[config.mk]
export PLATFORM = sky130hd
export DESIGN_NAME = btb_predictor
export DESIGN_NICKNAME = d
export VERILOG_FILES = /design/src/rtl/btb_pkg.sv /design/src/rtl/btb_stats.sv /design/src/rtl/btb_predictor.sv
export SDC_FILE = /design/constraint.sdc
export NUM_CORES = 2
export LEC_CHECK = 0
export CAP_MARGIN = 20
export CELL_PAD_IN_SITES_DETAIL_PLACEMENT = 0
export CELL_PAD_IN_SITES_GLOBAL_PLACEMENT = 1
export CORE_MARGIN = 5
export CORE_UTILIZATION = 57
export CTS_CLUSTER_SIZE = 30
export DETAILED_ROUTE_END_ITERATION = 16
export PLACE_DENSITY_LB_ADDON = 0.1
export SLEW_MARGIN = 25
export SYNTH_ARGS = -nofsm -noshare
export SYNTH_HDL_FRONTEND = slang
export SYNTH_SLANG_ARGS = --single-unit
[constraint.sdc]
create_clock -name clk -period 17.53 [get_ports clk]
set_input_delay 4.3825 -clock clk [delete_from_list [all_inputs] [get_ports clk]]
set_output_delay 4.3825 -clock clk [all_outputs]
set_load 0.02 [all_outputs]
[src/rtl/btb_pkg.sv]
// btb_pkg -- shared types and constants for the branch target buffer.
//   btb_ctr_e : 2-bit saturating direction counter encoding
//   CTR_RESET : counter value loaded into every entry on reset
//   CTR_ALLOC : counter value given to a freshly allocated entry
//   ctr_next  : saturating increment (taken) / decrement (not taken)
package btb_pkg;

   typedef enum logic [1:0] {
      STRONG_NT = 2'b00,
      WEAK_NT   = 2'b01,
      WEAK_T    = 2'b10,
      STRONG_T  = 2'b11
   } btb_ctr_e;

   localparam btb_ctr_e CTR_RESET = WEAK_NT;
   localparam btb_ctr_e CTR_ALLOC = WEAK_T;

   function automatic btb_ctr_e ctr_next(input btb_ctr_e cur, input logic taken);
      btb_ctr_e nxt;
      nxt = cur;
      case (cur)
         STRONG_NT: nxt = taken ? WEAK_NT  : STRONG_NT;
         WEAK_NT:   nxt = taken ? WEAK_T   : STRONG_NT;
         WEAK_T:    nxt = taken ? STRONG_T : WEAK_NT;
         STRONG_T:  nxt = taken ? STRONG_T : WEAK_T;
         default:   nxt = cur;
      endcase
      return nxt;
   endfunction

endpackage

[src/rtl/btb_stats.sv]
// btb_stats -- wrapping 32-bit performance counters for the BTB.
// Ports:
//   clk, rst          : clock, synchronous active-high reset (zeroes counters)
//   lookup_valid      : +1 to stat_lookups per cycle
//   upd_valid         : +1 to stat_updates per cycle
//   upd_mispredict    : with upd_valid, +1 to stat_mispredicts
//   stat_*            : current counter values
module btb_stats (
   input  logic        clk,
   input  logic        rst,
   input  logic        lookup_valid,
   input  logic        upd_valid,
   input  logic        upd_mispredict,
   output logic [31:0] stat_lookups,
   output logic [31:0] stat_updates,
   output logic [31:0] stat_mispredicts
);

   logic [31:0] lookups_q, updates_q, mispredicts_q;

   always_ff @(posedge clk) begin
      if (rst) begin
         lookups_q     <= 32'd0;
         updates_q     <= 32'd0;
         mispredicts_q <= 32'd0;
      end else begin
         // Plain +1 wraps 0xFFFFFFFF -> 0.
         if (lookup_valid) lookups_q <= lookups_q + 32'd1;
         if (upd_valid) updates_q <= updates_q + 32'd1;
         if (upd_valid && upd_mispredict) mispredicts_q <= mispredicts_q + 32'd1;
      end
   end

   assign stat_lookups     = lookups_q;
   assign stat_updates     = updates_q;
   assign stat_mispredicts = mispredicts_q;

endmodule

[src/rtl/btb_predictor.sv]
// btb_predictor -- direct-mapped branch target buffer with 2-bit counters.
// Lookup is combinational on if_pc; updates from EX write on the rising edge.
// No bypass: a same-cycle update to the looked-up entry shows up next cycle.
// Optional feature: define BTB_STATS_EN to build the statistics counters;
// otherwise stat_* are tied to zero.
// Ports:
//   clk, rst                      : clock, synchronous active-high reset
//   lookup_valid                  : live fetch (gates statistics only)
//   if_pc                         : fetch PC
//   pred_hit/pred_taken/pred_target : prediction for if_pc
//   upd_valid/upd_pc/upd_taken/upd_target/upd_mispredict : resolved branch
//   stat_lookups/stat_updates/stat_mispredicts : performance counters
module btb_predictor
   import btb_pkg::*;
#(
   parameter int unsigned XLEN    = 64,
   parameter int unsigned ENTRIES = 16,
   parameter int unsigned TAG_W   = 8
) (
   input  logic            clk,
   input  logic            rst,
   input  logic            lookup_valid,
   input  logic [XLEN-1:0] if_pc,
   output logic            pred_hit,
   output logic            pred_taken,
   output logic [XLEN-1:0] pred_target,
   input  logic            upd_valid,
   input  logic [XLEN-1:0] upd_pc,
   input  logic            upd_taken,
   input  logic [XLEN-1:0] upd_target,
   input  logic            upd_mispredict,
   output logic [31:0]     stat_lookups,
   output logic [31:0]     stat_updates,
   output logic [31:0]     stat_mispredicts
);

   localparam int unsigned IDX_W = $clog2(ENTRIES);

   typedef struct packed {
      logic             valid;
      logic [TAG_W-1:0] tag;
      logic [XLEN-1:0]  target;
      btb_ctr_e         ctr;
   } entry_t;

   entry_t table_q [ENTRIES];

   logic [IDX_W-1:0] lk_idx, up_idx;
   logic [TAG_W-1:0] lk_tag, up_tag;
   entry_t           lk_entry, up_entry, upd_entry;
   logic             lk_hit, up_hit, upd_we;

   assign lk_idx = if_pc[IDX_W+1:2];
   assign lk_tag = if_pc[IDX_W+1+TAG_W:IDX_W+2];
   assign up_idx = upd_pc[IDX_W+1:2];
   assign up_tag = upd_pc[IDX_W+1+TAG_W:IDX_W+2];

   assign lk_entry = table_q[lk_idx];
   assign up_entry = table_q[up_idx];
   assign lk_hit   = lk_entry.valid && (lk_entry.tag == lk_tag);
   assign up_hit   = up_entry.valid && (up_entry.tag == up_tag);

   // Prediction is forced to fall-through while in reset.
   assign pred_hit    = !rst && lk_hit;
   assign pred_taken  = pred_hit && lk_entry.ctr[1];
   assign pred_target = pred_taken ? lk_entry.target : if_pc + XLEN'(4);

   always_comb begin
      upd_we    = 1'b0;
      upd_entry = up_entry;
      if (upd_valid) begin
         if (up_hit) begin
            upd_we        = 1'b1;
            upd_entry.ctr = ctr_next(up_entry.ctr, upd_taken);
            if (upd_taken) upd_entry.target = upd_target;
         end else if (upd_taken) begin
            // Not-taken misses never allocate.
            upd_we           = 1'b1;
            upd_entry.valid  = 1'b1;
            upd_entry.tag    = up_tag;
            upd_entry.target = upd_target;
            upd_entry.ctr    = CTR_ALLOC;
         end
      end
   end

   // Tag/target are left unreset; valid=0 masks them.
   always_ff @(posedge clk) begin
      if (rst) begin
         for (int unsigned i = 0; i < ENTRIES; i++) begin
            table_q[IDX_W'(i)].valid <= 1'b0;
            table_q[IDX_W'(i)].ctr   <= CTR_RESET;
         end
      end else if (upd_we) begin
         table_q[up_idx] <= upd_entry;
      end
   end

   // Upper/lower PC bits are intentionally ignored by indexing.
   logic unused_bits;
   assign unused_bits = ^{if_pc, upd_pc, lookup_valid, upd_mispredict};

`ifdef BTB_STATS_EN
   btb_stats u_stats (
      .clk              (clk),
      .rst              (rst),
      .lookup_valid     (lookup_valid),
      .upd_valid        (upd_valid),
      .upd_mispredict   (upd_mispredict),
      .stat_lookups     (stat_lookups),
      .stat_updates     (stat_updates),
      .stat_mispredicts (stat_mispredicts)
   );
`else
   assign stat_lookups     = 32'd0;
   assign stat_updates     = 32'd0;
   assign stat_mispredicts = 32'd0;
`endif

endmodule

==> results.toml <==
[floorplanning]
initial_core_util_pct = 57.26
die-width_um = 329.5
core_area_um2 = 101600
num_rows = 117
die_h_um = 329.5
pin_count = 360
die_area_um2 = 108500

[pwr]
pwr_density_cell_nw_per_um2 = 97.19
ir_drop_v = 0.00008730
totalPowerFinal_w = 0.006338
p_leak_nw = 20.24

[timing]
tightest_slew_ps = 1080
maxClockFrequency_mhz = 71.78
relSlewSlack_pct = 27.99
period_needed_ps = 13930
whs_ps = 1230
final_max_slew_viol_count = 0
fin_crit_sh_pct = 79.47
tns_ps = 0
finalHoldViolCount = 0
finalClockSkew_ps = 19.18
rsz0062_at_grt = "no"
setup_viol = 0

[detailed_routing]
viasPerCell = 6.914
firstDrtPassIters = 5
num_vias = 31220
drtAntennaViolNets = 0
drt_wl_total_mm = 153.4
drt_iter0_drc = 3737
post_drt_wl_per_cell_um = 33.97
drc = 0

[cells_and_area]
largest_reg_flops = 1200
final_util_pct = 64.18
antenna_cells = 0
areaGrowthSynthToFinish_pct = 12.09
final_cell_area_um2 = 65210
fillers = 6906
largest_register = "table_q"
nets = 3247
reg_top3 = "table_q (1200)"
drive_above_1_share_pct = 34.29

[critical_path]
path_max_fanout = 58
crit_type = "input port to output port"
required_ps = 13150
worstReg2RegEnd = "table_q[9][57]"
rrSetupSlack_ps = 12090
rr_startpoint = "table_q[9][71]"
start_kind = "input port"
critPathCaptureType = "output port"
arrival_ps = 9550
reg2reg_depth = 10

[min_path]
holdCritStartpoint = "table_q[2][17]"
min_path_type = "flip-flop to flip-flop"
min_path_cells = 3
min_to = "table_q[14][17]"

[logic_synthesis]
yosys_warnings = 0
synthFlopType = "edfxtp_1"
synthCells = 2858
syn_area_per_cell_um2 = 20.35
synth_seq_area_share_pct = 61.94
synth-edff-count = 1200
synth-async-reset-ratio_pct = 0
syn_area_um2 = 58170
ys_ff_latch = 1200
synth_cell_types = 58

[clock_network]
post_cts_buffers = 0
h-tree-depth = 3
insertion_delay_ps = 700
holdBufCountCts = 0
cts_resized = 0
root_buffer = "clkbuf_16"
clock_sinks = 1200
cts-buffers-inserted = 121
clockBufferDepth = 3
cts_tree = "built"
clk_pin_slew_ps = 60

[global_route]
grt-ovfl-total = 0
track_usage_pct = 28.37
grt_start_max_net_pins = 110
grt_pass1_vias = 33070
antenna_found_initial = 5
grt_pass1_wl_mm = 222.1

[placed_design]
dp_hpwl_mm = 85.04
place_area_um2 = 61300
gp_congestion = 0.8370
io_buffers = 209

[flow_run]
cap_viol_max_count = 0

[status]
outcome = "completed"
[cell type report]
type	count	area [um^2]	area share [%]
Clock buffer	159	3256	4.993
Multi-Input combinational cell	1433	20900	32.05
Clock inverter	63	554.3	0.8500
Timing Repair Buffer	275	2690	4.125
Tap cell	1368	1712	2.625
Inverter	17	63.81	0.09786
Sequential cell	1200	36030	55.26
[logic make-up after synthesis]
family | Yosys count | synth area share [%]
xor gates and xnor gates | 75 | 1.129
AOI/OAI and AO/OA | 103 | 1.157
DFF | 1200 | 61.94
muxes | 834 | 30.03
adders and majority gates | 1 | 0.02151
other | 1 | 0.006446
and+or+nand+nor | 324 | 2.721
buffers and inverters | 320 | 2.992
[metrics by stage]
stage          setup WS, ps  cells
2_1_floorplan          5223   2953
3_3_place_gp           3298   4289
3_5_place_dp           3313   4290
4_1_cts                3294   4512
5_1_grt                3070   4515
6_report               3599   4515
[cell usage in the layout (no fill, tap or decap), types with 8 or more instances in the layout]
master	n
edfxtp_1	1200
mux4_2	721
clkdlybuf4s50_1	201
clkbuf_16	125
nand2_1	108
conb_1	96
mux2_2	77
buf_4	61
nor2_1	55
xnor2_1	48
o21ai_1	36
clkbuf_1	34
mux2i_1	33
clkinv_1	28
xor2_1	27
nand3_1	26
nor3_1	23
a21oi_1	20
and3_1	20
inv_1	17
nand4_1	17
clkinv_2	17
nor2_4	13
or2_2	10
bufinv_16	10
nor2b_1	9
a22oi_1	8
o21ai_0	8
[Yosys cell counts (27+ instances only)]
cell type,instances,area (um^2)
buf_2,56,280.3
xnor2_1,48,420.4
o21ai_1,36,180.2
nand2_1,109,409.1
clkbuf_1,112,420.4
mux4_2,721,16240
buf_4,111,833.3
mux2i_1,34,340.3
mux2_2,77,867.1
edfxtp_1,1200,36030
nor2_1,68,255.2
xor2_1,27,236.5
[critical path, cell delays in order]
cell             delay [ps]
buf_8                   500
buf_4                   640
ha_1                    370
inv_1                   110
nor4_2                  530
and3_1                  900
nand3b_1                370
or2_1                   430
nor4_1                  260
xnor2_1                 100
a21oi_1                 200
clkdlybuf4s50_1         640
[power by group]
group	switching [W]	internal (W)
Combinational	0.000331	0.000262
Sequential	0.00000664	0.00323
Clock	0.00106	0.00144
[per-layer routing]
layer	wire length [um]	track usage, %	vias to the layer above
met5	41	0	-
met4	3423	6.820	6
met3	13940	5.446	200
met2	78230	47.97	1664
met1	57750	39.07	16860
li1	-	-	12480
[worst max-delay path by stage]
stage / cells after the start / slack (ps) / end / from
floorplan: 10 / 5220 / table_q[11][0] / upd_pc[5]
global route: 12 / 3070 / pred_target[58] / if_pc[2]
global placement: 11 / 3300 / pred_target[6] / if_pc[2]
detailed placement: 11 / 3310 / pred_target[6] / if_pc[2]
CTS: 11 / 3290 / pred_target[6] / if_pc[2]
finish: 12 / 3600 / pred_target[58] / if_pc[2]
Power figures use the tool's default switching activity.
==> patch, RTL diff (same flow settings) <==
The parameter `TAG_W` goes from 8 to 9.
--- a/src/rtl/btb_predictor.sv
+++ b/src/rtl/btb_predictor.sv
@@ -15,7 +15,7 @@
 #(
    parameter int unsigned XLEN    = 64,
    parameter int unsigned ENTRIES = 16,
-   parameter int unsigned TAG_W   = 8
+   parameter int unsigned TAG_W   = 9
 ) (
    input  logic            clk,
    input  logic            rst,
Function: not settled (the Yosys comparison gave no result); the edit may change what the design does.
==> patch against the original RTL <==
Sequential cell count rose by 16; highest routed layer unchanged; sequential power increased by 1%; first-iteration DRC count down 1.4%; design area up 1.7%; maximum frequency is 0.49% higher; total power grew 3.1%; non-clock buffer count grew 6; routed wire length is 2.5% higher; area after synthesis is 1.3% higher; via count increased by 2.1%; setup slack gained 67 ps; hold slack gained 22 ps; largest cell class unchanged; largest power group unchanged.
==> patch: results (changes against the original RTL) <==
INFO  metric cellLeakagePower = 20.71 nW (was 20.24 nW)
INFO  metric cp_top_family = buffers and inverters (was simple AND/OR/NAND/NOR gates)
INFO  metric vdd_ir_drop_max = 0.1126 mV (was 0.08730 mV)
INFO  metric first_iter_violations = 3,683 (was 3,737)
INFO  metric netlist_top_cells_count = edfxtp_1, mux4_2, clkbuf_1, buf_4, mux2_2 (was edfxtp_1, mux4_2, clkbuf_1, buf_4, nand2_1)
INFO  metric met3_length = 14,090 um (was 13,940 um)
INFO  metric dr_wl_met2 = 78,520 um (was 78,230 um)
INFO  metric largest_registers = table_q x1216 (was table_q x1200)
INFO  metric port-buffer-count = 210 (was 209)
INFO  metric track_usage = 28.57% (was 28.37%)
INFO  metric antenna_violations_before_repair = 7 (was 5)
INFO  metric transition_time_at_the_pin_with_the_least_slew_margin = 1128 ps (was 1080 ps)
INFO  metric synthCells = 2,877 (was 2,858)
INFO  metric postCtsResizedCells = 0 (unchanged)
INFO  metric timing.critical_path.slowest_cell_delay = 860 ps (was 900 ps)
INFO  metric crit_fanout = 71 (was 58)
INFO  metric dp_hpwl = 86,250 um (was 85,040 um)
INFO  metric yosys.cell_types.count = 59 (was 58)
INFO  metric maxUsedRoutingLayer = met5 (unchanged)
INFO  metric placedInstanceArea = 0.06217 mm^2 (was 0.06130 mm^2)
INFO  metric comb_power = 0.000611 W (was 0.000593 W)
INFO  metric grt_first_pass_wirelength = 228,900 um (was 222,100 um)
INFO  metric number_of_flops_mapped_to_enable_cells_by_yosys = 1,216 (was 1,200)
INFO  metric share_of_cells_above_drive_strength_1 = 35.26% (was 34.29%)
INFO  metric crit_path_top_delay_cell = nor2b_1 (was and3_1)
INFO  metric number_of_global_route_vias_before_repair = 33.52k (was 33.07k)
INFO  metric status = completed (unchanged)
INFO  metric fillCellCount = 7,004 (was 6,906)
INFO  metric yosys-top-cells-area = edfxtp_1, mux4_2, mux2_2 (unchanged)
INFO  metric synth_seq_area_share = 61.96% (was 61.94%)
INFO  metric vias = 31.86k (was 31.22k)
INFO  metric power.net_switching = 0.001467 W (was 0.001401 W)
INFO  metric detail_route.wirelength.met1 = 58,990 um (was 57,750 um)
INFO  metric gp_routability_congestion = 0.8166 (was 0.8370)
INFO  metric cts-htree-levels = 4 (was 3)
INFO  metric clk_latency_worst_skew_pair = 740 ps (was 700 ps)
INFO  metric arrival_time_of_data_at_the_critical_path_endpoint = 9480 ps (was 9550 ps)
INFO  metric final_cells = 4,563 (was 4,515)
INFO  metric power.sequential.total = 0.00328 W (was 0.00324 W)
INFO  metric drt_wl_total = 157,200 um (was 153,400 um)
INFO  metric grt_util_met2 = 46.79% (was 47.97%)
INFO  metric cts_inserted_buffers = 131 (was 121)
INFO  metric nets = 3,278 (was 3,247)
INFO  metric met1_track_usage_gr = 39.61% (was 39.07%)
INFO  metric grt_max_degree = 122 (was 110)
INFO  metric clock_skew = 26.05 ps (was 19.18 ps)
INFO  metric placed_cells_incl_taps = 4,325 (was 4,290)
INFO  metric pre_cts_ws = 3583 ps (was 3313 ps)
==> patch: cell types whose count changed after synthesis, moves of 14 or more <==
cell      before   now
nor4_1         3    25
nand2_1      109    48
o21ai_1       36     0
mux2i_1       34    48
xnor2_1       48    25
edfxtp_1    1200  1216
xor2_1        27    54
a21oi_1       21    64
nor2_1        68    83
==> patch: cell families after synthesis <==
group           after synthesis  synth area share [%]
buf+inv                     315                 2.836
xor+xnor                     79                 1.174
other cells                   1              0.006363
flops                      1216                 61.96
simple gates                303                 2.728
mux                         863                 30.27
fa+ha+maj                     2               0.03821
compound gates               98                0.9893
==> patch: final cells by class <==
| type | count | area (um^2) | share of cell area, % |
|---|---|---|---|
| Antenna cell | 4 | 10.01 | 0.01510 |
| Timing Repair Buffer | 281 | 2705 | 4.081 |
| Clock inverter | 66 | 465.4 | 0.7021 |
| Tap cell | 1380 | 1727 | 2.605 |
| Sequential cell | 1216 | 36520 | 55.08 |
| Clock buffer | 167 | 3605 | 5.438 |
| Multi-Input combinational cell | 1441 | 21230 | 32.03 |
| Inverter | 8 | 30.03 | 0.04530 |
==> patch: path summary, 6_finish.rpt <==
check,cells past startpoint,end,slack (ps),startpoint
min reg2reg,3,table_q[6][10],1250,table_q[14][10]
max reg2reg,10,table_q[5][68],11930,table_q[11][74]
min,3,table_q[6][10],1250,table_q[14][10]
max,11,pred_target[47],3670,if_pc[2]
==> patch: per-stage QoR <==
stage / util (%) / hold WS [ps] / power, W
6_report: 64.33 / 1252 / 0.006536
5_1_grt: 64.32 / 1275 / 0.006731
4_1_cts: 64.28 / 1240 / 0.006577
3_5_place_dp: 60.33 / 1232 / 0.003956
3_3_place_gp: 60.32 / 1178 / 0.003938
2_1_floorplan: - / 1091 / 0.003775
